[src/rtl/req_arbiter_4ch.sv]
// Four-requester arbiter: registered one-hot grant held until done, request drop or MAX_HOLD timeout.
// Define ARB_ROUND_ROBIN_EN for rotating priority; otherwise fixed priority 3>2>1>0.
module req_arbiter_4ch #(
   parameter int unsigned MAX_HOLD = 16,
   parameter int unsigned CNT_W    = 5
) (
   input  logic       clk_i,
   input  logic       rst_i,
   input  logic [3:0] req_i,
   input  logic [3:0] done_i,
   output logic [3:0] gnt_o,
   output logic [1:0] gnt_id_o,
   output logic       gnt_valid_o,
   output logic       timeout_o
);

   typedef enum logic [1:0] {
      IDLE    = 2'd0,
      GRANT   = 2'd1,
      RELEASE = 2'd2
   } state_e;

   state_e           state_q, state_d;
   logic [3:0]       gnt_q, gnt_d;
   logic [1:0]       gnt_id_q, gnt_id_d;
   logic             gnt_valid_q, gnt_valid_d;
   logic             timeout_q, timeout_d;
   logic [CNT_W-1:0] hold_cnt_q, hold_cnt_d;
   logic [1:0]       base;
   logic [1:0]       win;
   logic             owner_req, owner_done, at_max;

   // Search starts at base-1 and walks down mod 4; base itself is checked last.
   function automatic logic [1:0] pick(input logic [3:0] r, input logic [1:0] b);
      logic [1:0] idx;
      pick = 2'd0;
      for (int k = 4; k >= 1; k--) begin
         idx = b - 2'(k);
         if (r[idx]) pick = idx;
      end
   endfunction

`ifdef ARB_ROUND_ROBIN_EN
   logic [1:0] last_id_q, last_id_d;

   always_ff @(posedge clk_i or posedge rst_i) begin
      if (rst_i) last_id_q <= 2'd0;
      else       last_id_q <= last_id_d;
   end

   always_comb begin
      last_id_d = last_id_q;
      if (state_q == RELEASE) last_id_d = gnt_id_q;
   end

   assign base = last_id_q;
`else
   // base 0 yields the fixed order 3,2,1,0.
   assign base = 2'd0;
`endif

   always_ff @(posedge clk_i or posedge rst_i) begin
      if (rst_i) begin
         state_q     <= IDLE;
         gnt_q       <= 4'd0;
         gnt_id_q    <= 2'd0;
         gnt_valid_q <= 1'b0;
         timeout_q   <= 1'b0;
         hold_cnt_q  <= '0;
      end else begin
         state_q     <= state_d;
         gnt_q       <= gnt_d;
         gnt_id_q    <= gnt_id_d;
         gnt_valid_q <= gnt_valid_d;
         timeout_q   <= timeout_d;
         hold_cnt_q  <= hold_cnt_d;
      end
   end

   always_comb begin
      state_d     = state_q;
      gnt_d       = gnt_q;
      gnt_id_d    = gnt_id_q;
      gnt_valid_d = gnt_valid_q;
      timeout_d   = 1'b0;
      hold_cnt_d  = hold_cnt_q;
      win         = pick(req_i, base);
      owner_req   = req_i[gnt_id_q];
      owner_done  = done_i[gnt_id_q];
      at_max      = (hold_cnt_q == CNT_W'(MAX_HOLD - 1));

      case (state_q)
         IDLE: begin
            gnt_d       = 4'd0;
            gnt_valid_d = 1'b0;
            hold_cnt_d  = '0;
            if (|req_i) begin
               gnt_d       = 4'b0001 << win;
               gnt_id_d    = win;
               gnt_valid_d = 1'b1;
               state_d     = GRANT;
            end
         end
         GRANT: begin
            if (owner_done || !owner_req || at_max) begin
               state_d     = RELEASE;
               gnt_d       = 4'd0;
               gnt_valid_d = 1'b0;
               // Pulse only when the limit alone ends the grant.
               timeout_d   = at_max && !owner_done && owner_req;
            end else if (!at_max) begin
               hold_cnt_d = hold_cnt_q + 1'b1;
            end
         end
         RELEASE: begin
            gnt_d       = 4'd0;
            gnt_valid_d = 1'b0;
            state_d     = IDLE;
         end
         default: begin
            gnt_d       = 4'd0;
            gnt_valid_d = 1'b0;
            state_d     = IDLE;
         end
      endcase
   end

   assign gnt_o       = gnt_q;
   assign gnt_id_o    = gnt_id_q;
   assign gnt_valid_o = gnt_valid_q;
   assign timeout_o   = timeout_q;

endmodule

[config.mk]
export PLATFORM = sky130hd
export DESIGN_NAME = req_arbiter_4ch
export DESIGN_NICKNAME = d
export VERILOG_FILES = /design/src/rtl/req_arbiter_4ch.sv
export SDC_FILE = /design/constraint.sdc
export NUM_CORES = 1
export LEC_CHECK = 0
export CELL_PAD_IN_SITES_DETAIL_PLACEMENT = 0
export CELL_PAD_IN_SITES_GLOBAL_PLACEMENT = 1
export CORE_MARGIN = 2
export CORE_UTILIZATION = 35
export DETAILED_ROUTE_END_ITERATION = 8
export MAX_ROUTING_LAYER = met4
export PLACE_DENSITY = 0.75
export SYNTH_ARGS = -nofsm -noshare
export SYNTH_HDL_FRONTEND = slang
export SYNTH_SLANG_ARGS = --single-unit
[constraint.sdc]
create_clock -name clk_i -period 2.1 [get_ports clk_i]
set_clock_uncertainty 0.1 [all_clocks]
set_input_delay 0.525 -clock clk_i [delete_from_list [all_inputs] [get_ports clk_i]]
set_output_delay 0.525 -clock clk_i [all_outputs]
set_load 0.02 [all_outputs]
---- Yosys cells after proc, flatten, opt, wreduce, memory -nomap -nowiden ----
Cells that the tools add are included.
storage, ports and cells
  bits in writable memories ............... 0
  bits in latches ......................... 0
  bits in registers ....................... 15
  word-level logic and storage cells ...... 48
  input port bits ......................... 10
  bits in read-only memories .............. 0
  output and inout port bits .............. 8
  memories kept ........................... 0
operators by class
  multipliers ............................. 0
  add/subtract/negate cells ............... 1
  muxes and demuxes ....................... 21
  shift-type cells ........................ 1
  $lt $le $gt $ge ......................... 1
  equality and inequality tests ........... 6
  bitwise logic cells ..................... 0
  div/mod/pow operators ................... 0
  reduce and logical (&&, ||, !) cells .... 12
operators with widths
  operator               number
  $mux W5                2
  $pmux W5 S2            1
  $mux W2                4
  $mux W4                2
  $ne A2 B2 Y1 const B   4
  $pmux W4 S2            1
  $mux W1                7
  $add A5 B1 Y5 const B  1
  $eq A5 B4 Y1 const B   1
  $bmux W1 S2            2
  $pmux W2 S2            1
  $reduce_and A2 Y1      2
  $reduce_or A4 Y1       1
  $shl A1 B2 Y4 const A  1
  $lt A2 B3 Y1 const B   1
  $reduce_and A3 Y1      1
  $eq A2 B1 Y1 const B   1
  $logic_and A1 B1 Y1    2
  $logic_not A1 Y1       2
  $logic_not A2 Y1       1
  $logic_or A1 B1 Y1     2
  $pmux W1 S2            1
  $reduce_bool A2 Y1     1

---- Logic depth before layout (Yosys ltp) ----
Gate-level depths: netlist (run 1).
  depth after elaboration ................. 7
  depth in mapped cells ................... 7

---- Least setup slack after synthesis (run 1) ----
No wires, ideal clock.
  path type ............................... input-to-reg
  start ................................... input port done_i[3]
  end ..................................... register hold_cnt_q[0]
  setup slack ............................. 0.132 ns
  stages on the path ...................... 5
  setup time .............................. 0.082 ns
  arrival ................................. 1.786 ns
  data required time ...................... 1.918 ns
  path through ............................ nand2b_1 > mux4_2 > or3_1 > buf_2 > o22ai_1
between the ends
  cells in the longest elaborated chain, start to end .. 6
RTL lines
  what                                RTL line  text
  from (decl)                         10        input logic [3:0] done_i,
  $bmux W1 S2                         89        owner_done = done_i[gnt_id_q];
  $mux W1 (implied by the code)       89
  $logic_or A1 B1 Y1 (2 in series)    105       if (owner_done || !owner_req || at_max) begin
  $ne A2 B2 Y1 (no source line)       -
  $reduce_and A3 Y1 (no source line)  -
  to (signal assigned)                76        hold_cnt_q <= hold_cnt_d;
  to (decl)                           28        logic [CNT_W-1:0] hold_cnt_q, hold_cnt_d;
Every way passes these cells. The select of a mux whose other input is x is not followed.
A chain may end at the register's enable or synchronous reset.

---- Worst setup path in the final report (run 1) ----
  start ................................... register hold_cnt_q[0]
  end ..................................... register hold_cnt_q[3]
between the ends
  cells in the longest elaborated chain, start to end .. 4
RTL lines
  what                                                     RTL line
  $add A5 B1 Y5 / $eq A5 B4 Y1 (equally long branches)     112, 90
  $mux W5 / $logic_or A1 B1 Y1 (equally long branches)     111, 105
  $mux W5 / $ne A2 B2 Y1 (equally long branches)           -
  $pmux W5 S2 / $reduce_and A3 Y1 (equally long branches)  -
Several ways; a longest one is shown, not always the timed one. The select of a mux whose other input is x is not followed.

==> flow_results.org, run 1 <==
** Power
- For this design the ratio of total power to cell area is 1020 mW/mm^2.
- Power spent charging and discharging nets :: 0.000423 W
- Internal portion of total power :: 0.000691 W
- Combinational cell fraction of total power :: 46.3%
- Sequential group share of total power :: 38.7%
- Maximum vdd drop :: 0.000688 V
- Sw Ratio :: 38.0%
- Leakage :: 0.541 nW
- Of the total power, the clock network draws 15.0%.

** Synthesis
- A synthesized cell averages 10.5 um^2.
- Gate count of the mapped netlist :: 67
- In the synthesized netlist the dominant register cell turns out to be sky130_fd_sc_hd__dfrtp_1.
- Number of library cell types mapped by synthesis :: 27
- Counting flops with an async set or reset pin after synthesis yields a share of 100%.
- Number of storage elements in the synthesis netlist :: 15
- In this run, synthesis inferred 0 flip-flops with an integrated enable.
- Proportion of synthesized chip area in sequential cells :: 53.3%
- The synthesized netlist occupies a cell area of just over 700 um^2.
- Total number of yosys warnings :: 0
- Syn_nets :: 79

** Setup path
- Data required time of the critical path :: 2.19 ns
- Type of element launching the critical path :: flop
- Crit path cell chain :: ha_1, and3_1, ha_2, or3_4, o311ai_4
- In this run the worst path has a maximum fanout of 8.
- Startpoint of the most critical register-to-register path :: hold_cnt_q[0]$_DFFE_PP0P_
- Critical path endpoint category :: flop
- Worst R2R Path Depth :: 5
- Crit path max-delay cell type :: sky130_fd_sc_hd__dfrtp_1
- Critical path arrival :: between 2 and 2.5 ns
- Setup slack on the worst reg-to-reg path comes out at about 0.12 ns.
- The worst register-to-register path ends at hold_cnt_q[3]$_DFFE_PP0P_.
- The critical path is of the flop to flop type.
- Slowest stage delay, CP :: 0.43 ns

** STA
- Worst-Margin Slew :: ~0.58 ns
- Setup repair after global routing missed its margin :: no
- Maximum clock frequency :: 0.505 GHz
- In this run the tightest slew margin relative to its limit is 61.4%.
- Final period utilization :: between 90% and 100%
- Setup violations, final :: 0
- Clock period minus worst slack :: around 2.0 ns
- Final number of hold-violating endpoints :: 0
- Post-Route Setup TNS :: 0 ns
- The number of pins with negative max-slew slack in the final report is 0.

** GRT
- Met2 global-route usage :: slightly below 30%
- Initial antenna violation count :: 0
- Global routing finished with a remaining overflow of 0.
- Busiest layer in global routing :: met2
- GR Util met1 :: 16.9%
- Global-route wire length before repair :: 2.90 mm
- Overall Global Routing Usage :: around 17%
- Global routing met3 resource utilization :: 3.07%
- Entering global routing, the biggest net connects 16 pins.
- Number of global-route vias before repair :: 680

** Finish
- Register Area :: 375 um^2
- Layout net count :: 111
- Antenna Cells :: 0
- Area growth from synthesis to layout :: 55.1%
- Footprint of the multi-input gates :: 365 um^2
- Finished Core Util :: 56.8%
- The filler cells instantiated in the layout total 181.
- Leading cell type in the layout, fill and taps excluded :: sky130_fd_sc_hd__dfrtp_1
- Proportion of layout cells with a drive suffix above 1 :: roughly a quarter
- The library cells used most frequently in the layout, excluding fill and tap cells, are 15 x sky130_fd_sc_hd__dfrtp_1, 11 x sky130_fd_sc_hd__buf_4, 9 x sky130_fd_sc_hd__clkdlybuf4s50_1.

** Clock tree
- For this design, the sink count on the clock tree is 15.
- The root buffer cell chosen for the clock tree is sky130_fd_sc_hd__clkbuf_4.
- TritonCTS built the clock tree.
- Clock transition at the registers of the reported paths :: 0.09 ns
- Cts bufs inserted :: 3
- For this design, the CTS-stage hold fixing added 0 buffers.
- Counting along the longest clock path gives a buffer depth of 2.
- Clock insertion delay at the later pin of the skew report :: 0.29 ns
- H-tree lvl count :: 1

** Floorplanning
- Overall die height :: about 49 um
- The initial utilization of the core area, before any placement, comes to 36.7%.
- The die is 48.9 um wide.
- During I/O placement, the number of pins put on the boundary was 18.
- The total area inside the core boundary comes to 0.00192 mm^2.
- The die covers 0.00239 mm^2.
- Row generation in the floorplan step produced 16 rows.

** Min path
- Hold Path Depth :: 1
- Hold Path End :: gnt_o[3]$_DFFE_PP0P_
- Hold Path Class :: flop to flop
- Launch point of the worst hold path :: gnt_o[3]$_DFFE_PP0P_

** Placed design
- The congestion estimate from routability-driven global placement came to 0.760.
- Summed over all nets, the half-perimeter wirelength after detailed placement is 1.35 mm.
- Number of buffers added on ports :: 17

** Route
- Number of nets with antenna violations after routing :: 0
- The pre-antenna-repair detailed-routing pass consisted of 3 iterations.
- Drt first-iter violations :: 5
- Aggregate routed wire length :: 1.84 mm
- After detailed routing, the number of vias per cell comes to 5.03.
- For this run, design rule violations remaining after detail routing come to 0.
- The routed layout has 629 vias.
- Routed wirelength normalized by instance count :: ~15 um

** Run status
- Outcome :: finished, final reports clean

** Job
- Across the run, the number of max-cap violations was 0.
-- how the worst max path moves through the flow --
stage / slack, ns / endpoint / cells after the start / startpoint
2_1_floorplan: 0.13 / hold_cnt_q[0]$_DFFE_PP0P_ / 5 / done_i[3]
3_3_place_gp: -0.31 / gnt_o[2]$_DFFE_PP0P_ / 5 / req_i[3]
3_5_place_dp: -0.34 / hold_cnt_q[4]$_DFFE_PP0P_ / 5 / req_i[1]
4_1_cts: -0.03 / hold_cnt_q[3]$_DFFE_PP0P_ / 5 / req_i[1]
5_1_grt: 0.04 / hold_cnt_q[3]$_DFFE_PP0P_ / 5 / hold_cnt_q[0]$_DFFE_PP0P_
6_report: 0.12 / hold_cnt_q[3]$_DFFE_PP0P_ / 5 / hold_cnt_q[0]$_DFFE_PP0P_
-- registers in the layout, indices dropped and copies added, names as in the netlist --
register and flops:
gnt_o 4, gnt_valid_o 1, hold_cnt_q 5, timeout_o 1, gnt_id_o 2, state_q 2
-- cell families (layout without fill, tap and decap cells) --
kind of cell | Yosys count | in the layout | synth area share [%]
adders and majority gates | 2 | 2 | 3.55
AOI/OAI and AO/OA | 16 | 16 | 17.2
DFF | 15 | 15 | 53.3
and+or+nand+nor | 27 | 27 | 19.4
muxes | 1 | 1 | 3.20
buffers and inverters | 6 | 37 | 3.37
-- cell type report --
| cell class | instances | share of cell area [%] |
|---|---|---|
| Tap cell | 27 | 3.09 |
| Clock buffer | 4 | 2.41 |
| Multi-Input combinational cell | 46 | 33.4 |
| Sequential cell | 15 | 34.4 |
| Inverter | 5 | 1.72 |
| Timing Repair Buffer | 28 | 25.0 |
-- synth_stat cells, drive strengths merged, types with 2 or more instances --
master | n | share of area, %
dfrtp | 15 | 53
nand2 | 7 | 3.7
nand2b | 6 | 5.3
inv | 5 | 2.7
nor2 | 5 | 2.7
o21ai | 4 | 2.8
a32o | 2 | 2.8
ha | 2 | 3.6
nor3 | 2 | 1.4
o311ai | 2 | 2.5
o32ai | 2 | 2.5
or3 | 2 | 1.8
-- layer usage --
metal | vias up | wire length, um
met1 | 302 | 799
li1 | 304 | -
met4 | 0 | 39
met3 | 6 | 48
met5 | - | 0
met2 | 17 | 955
-- power by group through the flow --
stage | combinational (W) | clock (W) | sequential [W]
2_1_floorplan | 0.000194 | 0 | 0.000470
3_3_place_gp | 0.000491 | 0 | 0.000431
3_5_place_dp | 0.000497 | 0 | 0.000435
4_1_cts | 0.000508 | 0.000171 | 0.000430
5_1_grt | 0.000556 | 0.000187 | 0.000442
6_report | 0.000516 | 0.000167 | 0.000432
-- timing repair --
action | 4_1_cts | 5_1_grt
pin swaps | 0 | 2
buffers inserted | 0 | 0
gates resized for setup | 3 | 15
endpoints found under the setup margin | 6 | 3
-- worst max-delay path, delay by kind of cell (launching register included) --
kind | cells | cell delay (ns)
simple gates | 2 | 0.60
fa+ha+maj | 2 | 0.47
compound gates | 1 | 0.29
flops | 1 | 0.43
-- through the flow --
stage | cells | hold WS, ns | total power, W | setup WS [ns] | area [um^2]
after floorplan | 67 | 0.326 | 0.000665 | 0.132 | 704
after global placement | 121 | 0.389 | 0.000922 | -0.308 | 986
after detailed placement | 121 | 0.391 | 0.000933 | -0.340 | 986
after CTS | 125 | 0.416 | 0.00111 | -0.0295 | 1020
after global routing | 125 | 0.434 | 0.00118 | 0.0360 | 1090
final | 125 | 0.417 | 0.00111 | 0.118 | 1090
Power figures use the tool's default switching activity.
==> run 2: changes to the inputs <==
--- a/config.mk
+++ b/config.mk
@@ -12,6 +12,7 @@
 export DETAILED_ROUTE_END_ITERATION = 8
 export MAX_ROUTING_LAYER = met4
 export PLACE_DENSITY = 0.75
+export SLEW_MARGIN = 40
 export SYNTH_ARGS = -nofsm -noshare
 export SYNTH_HDL_FRONTEND = slang
 export SYNTH_SLANG_ARGS = --single-unit
==> results of run 2 <==
No change in the layout: final DEF, timing and power equal those of run 1.
==> run 3: changes to the inputs <==
--- a/config.mk
+++ b/config.mk
@@ -5,6 +5,7 @@
 export SDC_FILE = /design/constraint.sdc
 export NUM_CORES = 1
 export LEC_CHECK = 0
+export ABC_CLOCK_PERIOD_IN_PS = 2100
 export CELL_PAD_IN_SITES_DETAIL_PLACEMENT = 0
 export CELL_PAD_IN_SITES_GLOBAL_PLACEMENT = 1
 export CORE_MARGIN = 2
==> results of run 3 <==
No change in the layout: final DEF, timing and power equal those of run 1.
